## src/rtl/freq_spec_if.sv

```systemverilog
// Magnitude-update handshake between the filter bank (master) and the
// spectrum bar controller (slave).
`timescale 1ns/1ps
interface freq_spec_if;
  logic        in_valid;
  logic        in_ready;
  logic [3:0]  in_band;
  logic [15:0] in_mag;

  modport master (output in_valid, in_band, in_mag, input in_ready);
  modport slave  (input in_valid, in_band, in_mag, output in_ready);
endinterface

```

## src/rtl/freq_spec_ctrl.sv

```systemverilog
// 12-bar spectrum controller: shadows per-band targets, commits them once per frame
// with instant attack and rate-limited decay. Optional peak hold: FREQ_PEAK_HOLD_EN.
`timescale 1ns/1ps
module freq_spec_ctrl #(
  parameter int MAG_SHIFT   = 7,
  parameter int DECAY       = 4
`ifdef FREQ_PEAK_HOLD_EN
  , parameter int HOLD_FRAMES = 8
`endif
) (
  input  logic       clk50,
  input  logic       reset,
  input  logic       frame_start,
  freq_spec_if.slave bus,
  output logic       bad_band,
  output logic       commit_done,
  output logic [8:0] b31,
  output logic [8:0] b72,
  output logic [8:0] b150,
  output logic [8:0] b250,
  output logic [8:0] b440,
  output logic [8:0] b630,
  output logic [8:0] b1k,
  output logic [8:0] b2_5k,
  output logic [8:0] b5k,
  output logic [8:0] b8k,
  output logic [8:0] b14k,
  output logic [8:0] b20k
);

  localparam int         NBANDS     = 12;
  localparam logic [8:0] EMPTY_ROW  = 9'd480;
  localparam logic [9:0] DECAY_STEP = 10'(DECAY);

  typedef enum logic {IDLE, COMMIT} state_t;

  state_t     state;
  logic [3:0] idx;
  logic       ready_q;
  logic [8:0] tgt [NBANDS];
  logic [8:0] cur [NBANDS];
`ifdef FREQ_PEAK_HOLD_EN
  logic [3:0] hold [NBANDS];
`endif

  logic [15:0] h_full;
  logic [8:0]  wr_row;
  logic        accept;
  logic        band_ok;
  logic [8:0]  cur_sel;
  logic [8:0]  tgt_sel;
  logic [9:0]  stepped;
  logic [8:0]  decay_row;

  always_comb begin
    h_full    = bus.in_mag >> MAG_SHIFT;
    // Heights of 480 or more saturate to a full bar (top row 0).
    wr_row    = (h_full >= 16'(EMPTY_ROW)) ? 9'd0 : EMPTY_ROW - h_full[8:0];
    accept    = bus.in_valid && ready_q;
    band_ok   = (bus.in_band < 4'(NBANDS));
    cur_sel   = cur[idx];
    tgt_sel   = tgt[idx];
    stepped   = {1'b0, cur_sel} + DECAY_STEP;
    decay_row = (stepped < {1'b0, tgt_sel}) ? stepped[8:0] : tgt_sel;
  end

  // NOTE: the shadow and bar arrays are only 24 words, so they sit on the async
  // reset; a reset mid-commit must blank every bar immediately.
  always_ff @(posedge clk50 or posedge reset) begin
    if (reset) begin
      state       <= IDLE;
      idx         <= '0;
      ready_q     <= 1'b1;
      bad_band    <= 1'b0;
      commit_done <= 1'b0;
      for (int i = 0; i < NBANDS; i++) begin
        tgt[i] <= EMPTY_ROW;
        cur[i] <= EMPTY_ROW;
`ifdef FREQ_PEAK_HOLD_EN
        hold[i] <= '0;
`endif
      end
    end else begin
      bad_band    <= 1'b0;
      commit_done <= 1'b0;

      // An update accepted alongside frame_start lands before band 0 is committed.
      if (accept) begin
        if (band_ok) tgt[bus.in_band] <= wr_row;
        else         bad_band         <= 1'b1;
      end

      case (state)
        IDLE: begin
          if (frame_start) begin
            state   <= COMMIT;
            ready_q <= 1'b0;
            idx     <= '0;
          end
        end
        COMMIT: begin
          if (tgt_sel <= cur_sel) begin
            cur[idx] <= tgt_sel;
`ifdef FREQ_PEAK_HOLD_EN
            if (tgt_sel < cur_sel) hold[idx] <= 4'(HOLD_FRAMES);
`endif
          end
`ifdef FREQ_PEAK_HOLD_EN
          else if (hold[idx] != 4'd0) hold[idx] <= hold[idx] - 4'd1;
`endif
          else cur[idx] <= decay_row;

          if (idx == 4'(NBANDS - 1)) begin
            state       <= IDLE;
            ready_q     <= 1'b1;
            commit_done <= 1'b1;
            idx         <= '0;
          end else begin
            idx <= idx + 4'd1;
          end
        end
        default: state <= IDLE;
      endcase
    end
  end

  assign bus.in_ready = ready_q;

  assign b31   = cur[0];
  assign b72   = cur[1];
  assign b150  = cur[2];
  assign b250  = cur[3];
  assign b440  = cur[4];
  assign b630  = cur[5];
  assign b1k   = cur[6];
  assign b2_5k = cur[7];
  assign b5k   = cur[8];
  assign b8k   = cur[9];
  assign b14k  = cur[10];
  assign b20k  = cur[11];

endmodule

```

## src/flat_wrapper.sv

```systemverilog
// flat-port wrapper written by rule: the top's interface ports become plain ports
module freq_spec_ctrl_flat 
#(
  parameter int MAG_SHIFT   = 7,
  parameter int DECAY       = 4

)
  (clk50, reset, frame_start, bad_band, commit_done, b31, b72, b150, b250, b440, b630, b1k, b2_5k, b5k, b8k, b14k, b20k, bus_in_valid, bus_in_band, bus_in_mag, bus_in_ready);
  freq_spec_if bus_i ();
  input  logic clk50;
  input  logic reset;
  input  logic frame_start;
  output logic bad_band;
  output logic commit_done;
  output logic [8:0] b31;
  output logic [8:0] b72;
  output logic [8:0] b150;
  output logic [8:0] b250;
  output logic [8:0] b440;
  output logic [8:0] b630;
  output logic [8:0] b1k;
  output logic [8:0] b2_5k;
  output logic [8:0] b5k;
  output logic [8:0] b8k;
  output logic [8:0] b14k;
  output logic [8:0] b20k;
  input wire logic [$bits(bus_i.in_valid)-1:0] bus_in_valid;
  input wire logic [$bits(bus_i.in_band)-1:0] bus_in_band;
  input wire logic [$bits(bus_i.in_mag)-1:0] bus_in_mag;
  output wire logic [$bits(bus_i.in_ready)-1:0] bus_in_ready;
  assign bus_i.in_valid = bus_in_valid;
  assign bus_i.in_band = bus_in_band;
  assign bus_i.in_mag = bus_in_mag;
  assign bus_in_ready = bus_i.in_ready;
  freq_spec_ctrl #(.MAG_SHIFT(MAG_SHIFT), .DECAY(DECAY)) u_core (.clk50(clk50), .reset(reset), .frame_start(frame_start), .bus(bus_i), .bad_band(bad_band), .commit_done(commit_done), .b31(b31), .b72(b72), .b150(b150), .b250(b250), .b440(b440), .b630(b630), .b1k(b1k), .b2_5k(b2_5k), .b5k(b5k), .b8k(b8k), .b14k(b14k), .b20k(b20k));
endmodule
```

## config.mk

```make
export PLATFORM = sky130hd
export DESIGN_NAME = freq_spec_ctrl_flat
export DESIGN_NICKNAME = d
export VERILOG_FILES = /design/src/rtl/freq_spec_if.sv /design/src/rtl/freq_spec_ctrl.sv /design/src/flat_wrapper.sv
export SDC_FILE = /design/constraint.sdc
export NUM_CORES = 1
export LEC_CHECK = 0
export BUFFER_PORTS_ARGS = -buffer_cell sky130_fd_sc_hd__buf_2
export CAP_MARGIN = 20
export CORE_MARGIN = 5
export CORE_UTILIZATION = 59
export DETAILED_ROUTE_END_ITERATION = 6
export GPL_TIMING_DRIVEN = 0
export PLACE_DENSITY = 0.8
export SLEW_MARGIN = 25
export SYNTH_ARGS = -nofsm -noshare
export SYNTH_HDL_FRONTEND = slang
export SYNTH_SLANG_ARGS = --single-unit
```

## constraint.sdc

```tcl
create_clock -name clk50 -period 11.1 [get_ports clk50]
set_input_delay 2.775 -clock clk50 [delete_from_list [all_inputs] [get_ports clk50]]
set_output_delay 2.775 -clock clk50 [all_outputs]
set_load 0.01 [all_outputs]
```

==> results of run 1 <==
==> area by class of cell <==
class / count / area, sq um / share of cell area (%)
diodes: 1 / 2.50 / 0.0191
plain buffers: 58 / 363 / 2.77
clock buffers: 36 / 727 / 5.55
clock inverters: 8 / 129 / 0.983
inverters: 29 / 118 / 0.897
multi-input cells: 670 / 5070 / 38.7
flip-flops and latches: 224 / 5730 / 43.7
well taps: 234 / 293 / 2.23
repair buffers: 127 / 681 / 5.19
==> per-layer routing <==
| layer | up-vias | track usage [%] | share of wire (%) |
|---|---|---|---|
| met4 | 0 | 11.3 | 3.7 |
| met5 | - | 0 | 0 |
| met2 | 384 | 48.0 | 50 |
| met3 | 74 | 3.41 | 6.6 |
| met1 | 4329 | 38.3 | 40 |
| li1 | 3780 | - | - |
==> stage by stage <==
stage / setup WS (ps) / cells / util (%)
after global placement: 29.8 / 1340 / 64.9
final: 6120 / 1387 / 69.8
after floorplan: 2350 / 981 / -
after detailed placement: 6170 / 1342 / 65.3
after global routing: 5890 / 1387 / 69.8
after CTS: 6190 / 1386 / 69.8
==> kinds of logic after synthesis <==
logic type,count (synthesis),share of synthesized area [%]
muxes,116,17.0
xor gates and xnor gates,10,0.910
DFF,224,50.8
AOI/OAI and AO/OA,221,13.2
and+or+nand+nor,299,11.2
buffers and inverters,87,4.20
adders and majority gates,24,2.66
==> worst max-delay path, delay by kind of cell (launching register included) <==
family | cells | cell delay [ps]
compound gates | 7 | 1680
buf+inv | 5 | 1490
mux | 3 | 860
flops | 1 | 460
fa+ha+maj | 1 | 300
==> Yosys cell counts (all sizes together) <==
master	instances
a32oi	1
nand2b	8
buf	25
and2	7
ha	24
inv	28
and4	1
nor2	24
a22o	2
or3	3
o31ai	1
mux4	53
mux2	42
nand4	3
a31oi	1
a21boi	2
a211oi	2
a2bb2oi	1
a21oi	8
or4	2
a22oi	5
or2	2
xnor2	6
and4b	2
a21o	4
dfstp	97
o22a	1
clkbuf	33
nand2	228
nor2b	3
nor3b	1
xor2	4
o211ai	2
and3	1
clkinv	1
mux2i	21
o2111ai	2
nor3	2
nand3	12
dfrtp	127
o21ai	189
==> worst paths after layout <==
check,startpoint,to,slack (ps)
worst min register to register,u_core.b440[5],u_core.b440[5],480
worst max register to register,u_core.idx[1],u_core.b630[3],6120
max in group asynchronous,reset,u_core.b20k[8],7670
worst min-delay path,u_core.b440[5],u_core.b440[5],480
worst max-delay path,u_core.idx[1],u_core.b630[3],6120
min in group asynchronous,reset,u_core.b1k[0],2220
==> power groups by stage <==
stage / Clock (mW) / Sequential (mW) / Combinational [mW]
after floorplan: 0 / 1.46 / 1.78
after detailed placement: 0 / 1.46 / 2.52
final: 0.856 / 1.45 / 2.54
after CTS: 0.864 / 1.44 / 2.53
after global routing: 0.903 / 1.49 / 2.75
after global placement: 0 / 1.44 / 2.45
==> results.cfg, run 1 <==
[timing]
max_freq_mhz = 201
finalSetupTns_ps = 0
clock_skew_ps = 9.13
slew_viol_final = 0
whs_ps = 477
relSlewSlack_pct = 35.2
finalHoldViolCount = 0
rsz0062_at_grt = false
tightest_slew_ps = 969
min_period_ps = 4980
setup_viol = 0
period_share_pct = 44.8

[finish]
regMostFlops = u_core.tgt
postLayoutCellArea_sq_um = 13100
layout_common_cells = nand2_1 (226), buf_2 (130), dfrtp_1 (127)
syn_to_final_growth_pct = 16.3
final_common_cell = nand2_1
largest_register_ffs = 108
drive_gt1_share_pct = 40.1
fin_nets = 1182
n_fill_cell = 1392

[cts]
path_clk_slew_ps = 60
clkLatencyLatePin_ps = 530
cts-resized-gates = 0
htree_levels = 1
cts_setup_buffers = 0
cts_tree = built
clock_sinks = 224
ctsHoldBuffers = 0
numCtsBuffers = 24
cts_root_buf = clkbuf_16
cts_buffer_depth = 3

[setup_path]
slowest_stage = clkbuf_1
ff2ff_path_depth = 16
cp-end-kind = flip-flop
cpPeakStageDelay_ps = 640
required_ps = 11480
crit_chain = buf_4 -> buf_4 -> clkbuf_1 -> mux4_2 -> mux2i_1 -> o21ai_1 -> inv_1 -> ha_1 -> a21o_1 -> a211oi_1 -> o21ai_0 -> a31oi_1 -> o211ai_4 -> mux2i_1 -> buf_6 -> o21ai_2
cp-start-kind = flip-flop
critPathMaxFanout = 10
worstPathArrival_ps = 5360
crit_type = reg2reg

[global_route]
overflow = 0
grt_pass1_vias = 8810
grt_max_degree = 105
antenna_found_initial = 1
grt_pass1_wl_um = 49100
track_usage_pct = 28.5

[floorplanning]
initial_core_util_pct = 60.0
io_pins = 135
chipHeight_um = 148
dieArea_sq_um = 22000
core_region_area_sq_um = 18800
die_x_um = 148
row_count = 50

[power_and_ir_drop]
p_leak_nw = 5.94
p_total_mw = 4.85
pwr-share-seq_pct = 30.0
power_density_nw_per_um2 = 370
peakVddDrop_mv = 0.208
power_frac_comb_pct = 52.4
switching_power_mw = 2.08
power_frac_clock_pct = 17.7
internal_power_mw = 2.77
swShare_pct = 42.9

[route]
wl_um = 30700
ant_nets = 0
drc = 0
first_pass_iters = 5
routed_wire_length_per_instance_um = 22.1
via_per_inst = 6.18
drt-initial-drc-count = 678
vias = 8567

[logic_synthesis]
synth_nets = 1029
synth_area_per_cell_sq_um = 11.5
syn_area_sq_um = 11300
synth_top_area_cell = dfrtp_1
ys.warnings.count = 0
synth_cell_types = 57
seq_area_frac_synth_pct = 50.8
ys_seq_elements = 224
yosysTopAreaCellShare_pct = 28.2
synthCells = 981
synth_top_cells_by_area = dfrtp_1 (28%), dfstp_2 (23%), mux4_2 (8.6%)

[run]
cap_violations = 0

[outcome]
status = finished, final reports clean

[place]
numPortBuffers = 125
gp_congestion = 0.905
hpwlAfterDp_um = 21900
placed_area_sq_um = 12300

[min_path]
hold_path_depth = 2
min_path_type = reg2reg
No activity file was read; power rests on OpenSTA's default activity.
==> run 2: changes to the inputs <==
==> constraint.sdc (replaced) <==
create_clock -name clk50 -period 4.7 [get_ports clk50]
set_input_delay 1.175 -clock clk50 [delete_from_list [all_inputs] [get_ports clk50]]
set_output_delay 1.175 -clock clk50 [all_outputs]
set_load 0.01 [all_outputs]
==> run 2 against run 1 <==
  * Sequential share of layout area down 0.43 points
  * Clock skew grew 12 ps
  * Design area increased by 0.98%
  * Power increased by 150%
  * Final cell count up 0.58%
  * Wire length up 1.6%
  * Clock power up 110%
  * Sequential power is 140% higher
  * Largest power group unchanged
==> results.cfg, run 2 (synthesis gave the netlist of run 1 again) <==
[cts]
ctsHoldBuffers = 0
clkLatencyLatePin_ps = 530
cts_tree = built
htree_levels = 1
path_clk_slew_ps = 60
cts_buffer_depth = 3
cts_root_buf = clkbuf_16
numCtsBuffers = 24
clock_sinks = 224

[power_and_ir_drop]
power_frac_comb_pct = 55.9
switching_power_mw = 5.18
internal_power_mw = 6.78
p_leak_nw = 5.96
peakVddDrop_mv = 0.674
power_frac_clock_pct = 15.4
power_density_nw_per_um2 = 903
pwr-share-seq_pct = 28.7
swShare_pct = 43.3

[route]
vias = 8613
wl_um = 31200
routed_wire_length_per_instance_um = 22.4
first_pass_iters = 5
drc = 0
drt-initial-drc-count = 482
ant_nets = 0
via_per_inst = 6.17

[timing]
min_period_ps = 4550
clock_skew_ps = 21.4
tightest_slew_ps = 982
period_share_pct = 96.8
slew_viol_final = 0
finalHoldViolCount = 0
setup_viol = 0
relSlewSlack_pct = 34.3
finalSetupTns_ps = 0
max_freq_mhz = 220

[global_route]
overflow = 0
antenna_found_initial = 1
grt_pass1_wl_um = 48900
grt_max_degree = 33
track_usage_pct = 28.5
grt_pass1_vias = 8808

[finish]
regMostFlops = u_core.tgt
final_common_cell = nand2_1
largest_register_ffs = 108
postLayoutCellArea_sq_um = 13200
drive_gt1_share_pct = 41.5
syn_to_final_growth_pct = 17.5
fin_nets = 1190
postLayoutCoreUtil_pct = 70.5
layout_common_cells = nand2_1 (225), buf_2 (131), dfrtp_1 (127)

[setup_path]
cp_common_cell = ha_1
slowest_stage = mux4_1
crit_chain = buf_6 -> mux4_1 -> mux2i_1 -> o22a_1 -> clkinv_2 -> ha_1 -> a21boi_1 -> and4_1 -> xnor2_2 -> ha_1 -> a211oi_1 -> o21ai_0 -> a31oi_2 -> buf_4 -> o211ai_4 -> buf_12 -> mux2i_4 -> clkbuf_4 -> o21ai_2
cp-start-kind = flip-flop
crit_type = reg2reg
cpPeakStageDelay_ps = 600
worstPathArrival_ps = 4990
critPathMaxFanout = 7
required_ps = 5140
cp-end-kind = flip-flop

[place]
placed_area_sq_um = 12300
numPortBuffers = 125
hpwlAfterDp_um = 22400
gp_congestion = 0.921

[min_path]
min_path_type = reg2reg

[floorplanning]
core_region_area_sq_um = 18800
die_x_um = 148
row_count = 50
initial_core_util_pct = 60.0
chipHeight_um = 148
io_pins = 135
dieArea_sq_um = 22000

[outcome]
status = finished, final reports clean

[run]
cap_violations = 0
[run 2: cell type report]
| cell class | instances | area, sq um |
|---|---|---|
| antenna | 1 | 2.50 |
| buffer | 58 | 370 |
| clock buffer | 41 | 744 |
| clock inverter | 3 | 26.3 |
| fill | 1321 | 5530 |
| inverter | 29 | 114 |
| multi-input combinational | 670 | 5150 |
| sequential | 224 | 5730 |
| tap | 234 | 293 |
| timing repair buffer | 135 | 808 |
[run 2: metal layers]
layer	wire [um]	part of all wire [%]	track usage, %	up-vias
met2	15600	50	47.5	387
li1	-	-	-	3793
met1	12200	39	37.6	4341
met5	0	0	0	-
met4	1270	4.1	12.3	0
met3	2130	6.8	4.30	92
[run 2: path summary, 6_finish.rpt]
path / slack (ps) / startpoint / endpoint / cells past startpoint
hold / removal: 480 / u_core.b14k[6] / u_core.b14k[6] / 2
hold reg to reg: 480 / u_core.b14k[6] / u_core.b14k[6] / 2
setup / recovery: 150 / u_core.idx[0] / u_core.b1k[6] / 19
min in group asynchronous: 720 / reset / u_core.b72[0] / 2
setup reg to reg: 150 / u_core.idx[0] / u_core.b1k[6] / 19
max in group asynchronous: 2680 / reset / u_core.tgt[95] / 6
[run 2: timing repair]
action                     4_1_cts  5_1_grt
pin swaps                        0        1
gates resized for setup          8       17
setup endpoints to repair       99      106
gates cloned                     0        1
setup buffers                    0        2
[run 2: critical path: cells and delay by family, from the launching register on]
family	cells	cell delay, ps
mux	3	1090
simple gates	1	260
xor+xnor	1	140
compound gates	7	1100
buf+inv	5	880
flops	1	380
fa+ha+maj	2	560
[run 2: through the flow]
stage | hold slack [ps] | total power [mW] | instances | worst slack [ps]
2_1_floorplan | 445 | 7.64 | 981 | 658
3_3_place_gp | 456 | 9.17 | 1340 | -617
3_5_place_dp | 467 | 9.40 | 1347 | -191
4_1_cts | 481 | 11.4 | 1391 | 82.9
5_1_grt | 489 | 12.6 | 1395 | -22.1
6_report | 476 | 12.0 | 1395 | 150
[run 2: power groups by stage]
stage	Clock, mW	Sequential [mW]	Combinational [mW]
after floorplan	0	3.44	4.19
after global placement	0	3.39	5.78
after detailed placement	0	3.44	5.96
after CTS	1.86	3.41	6.12
after global routing	1.95	3.51	7.14
final	1.84	3.43	6.68
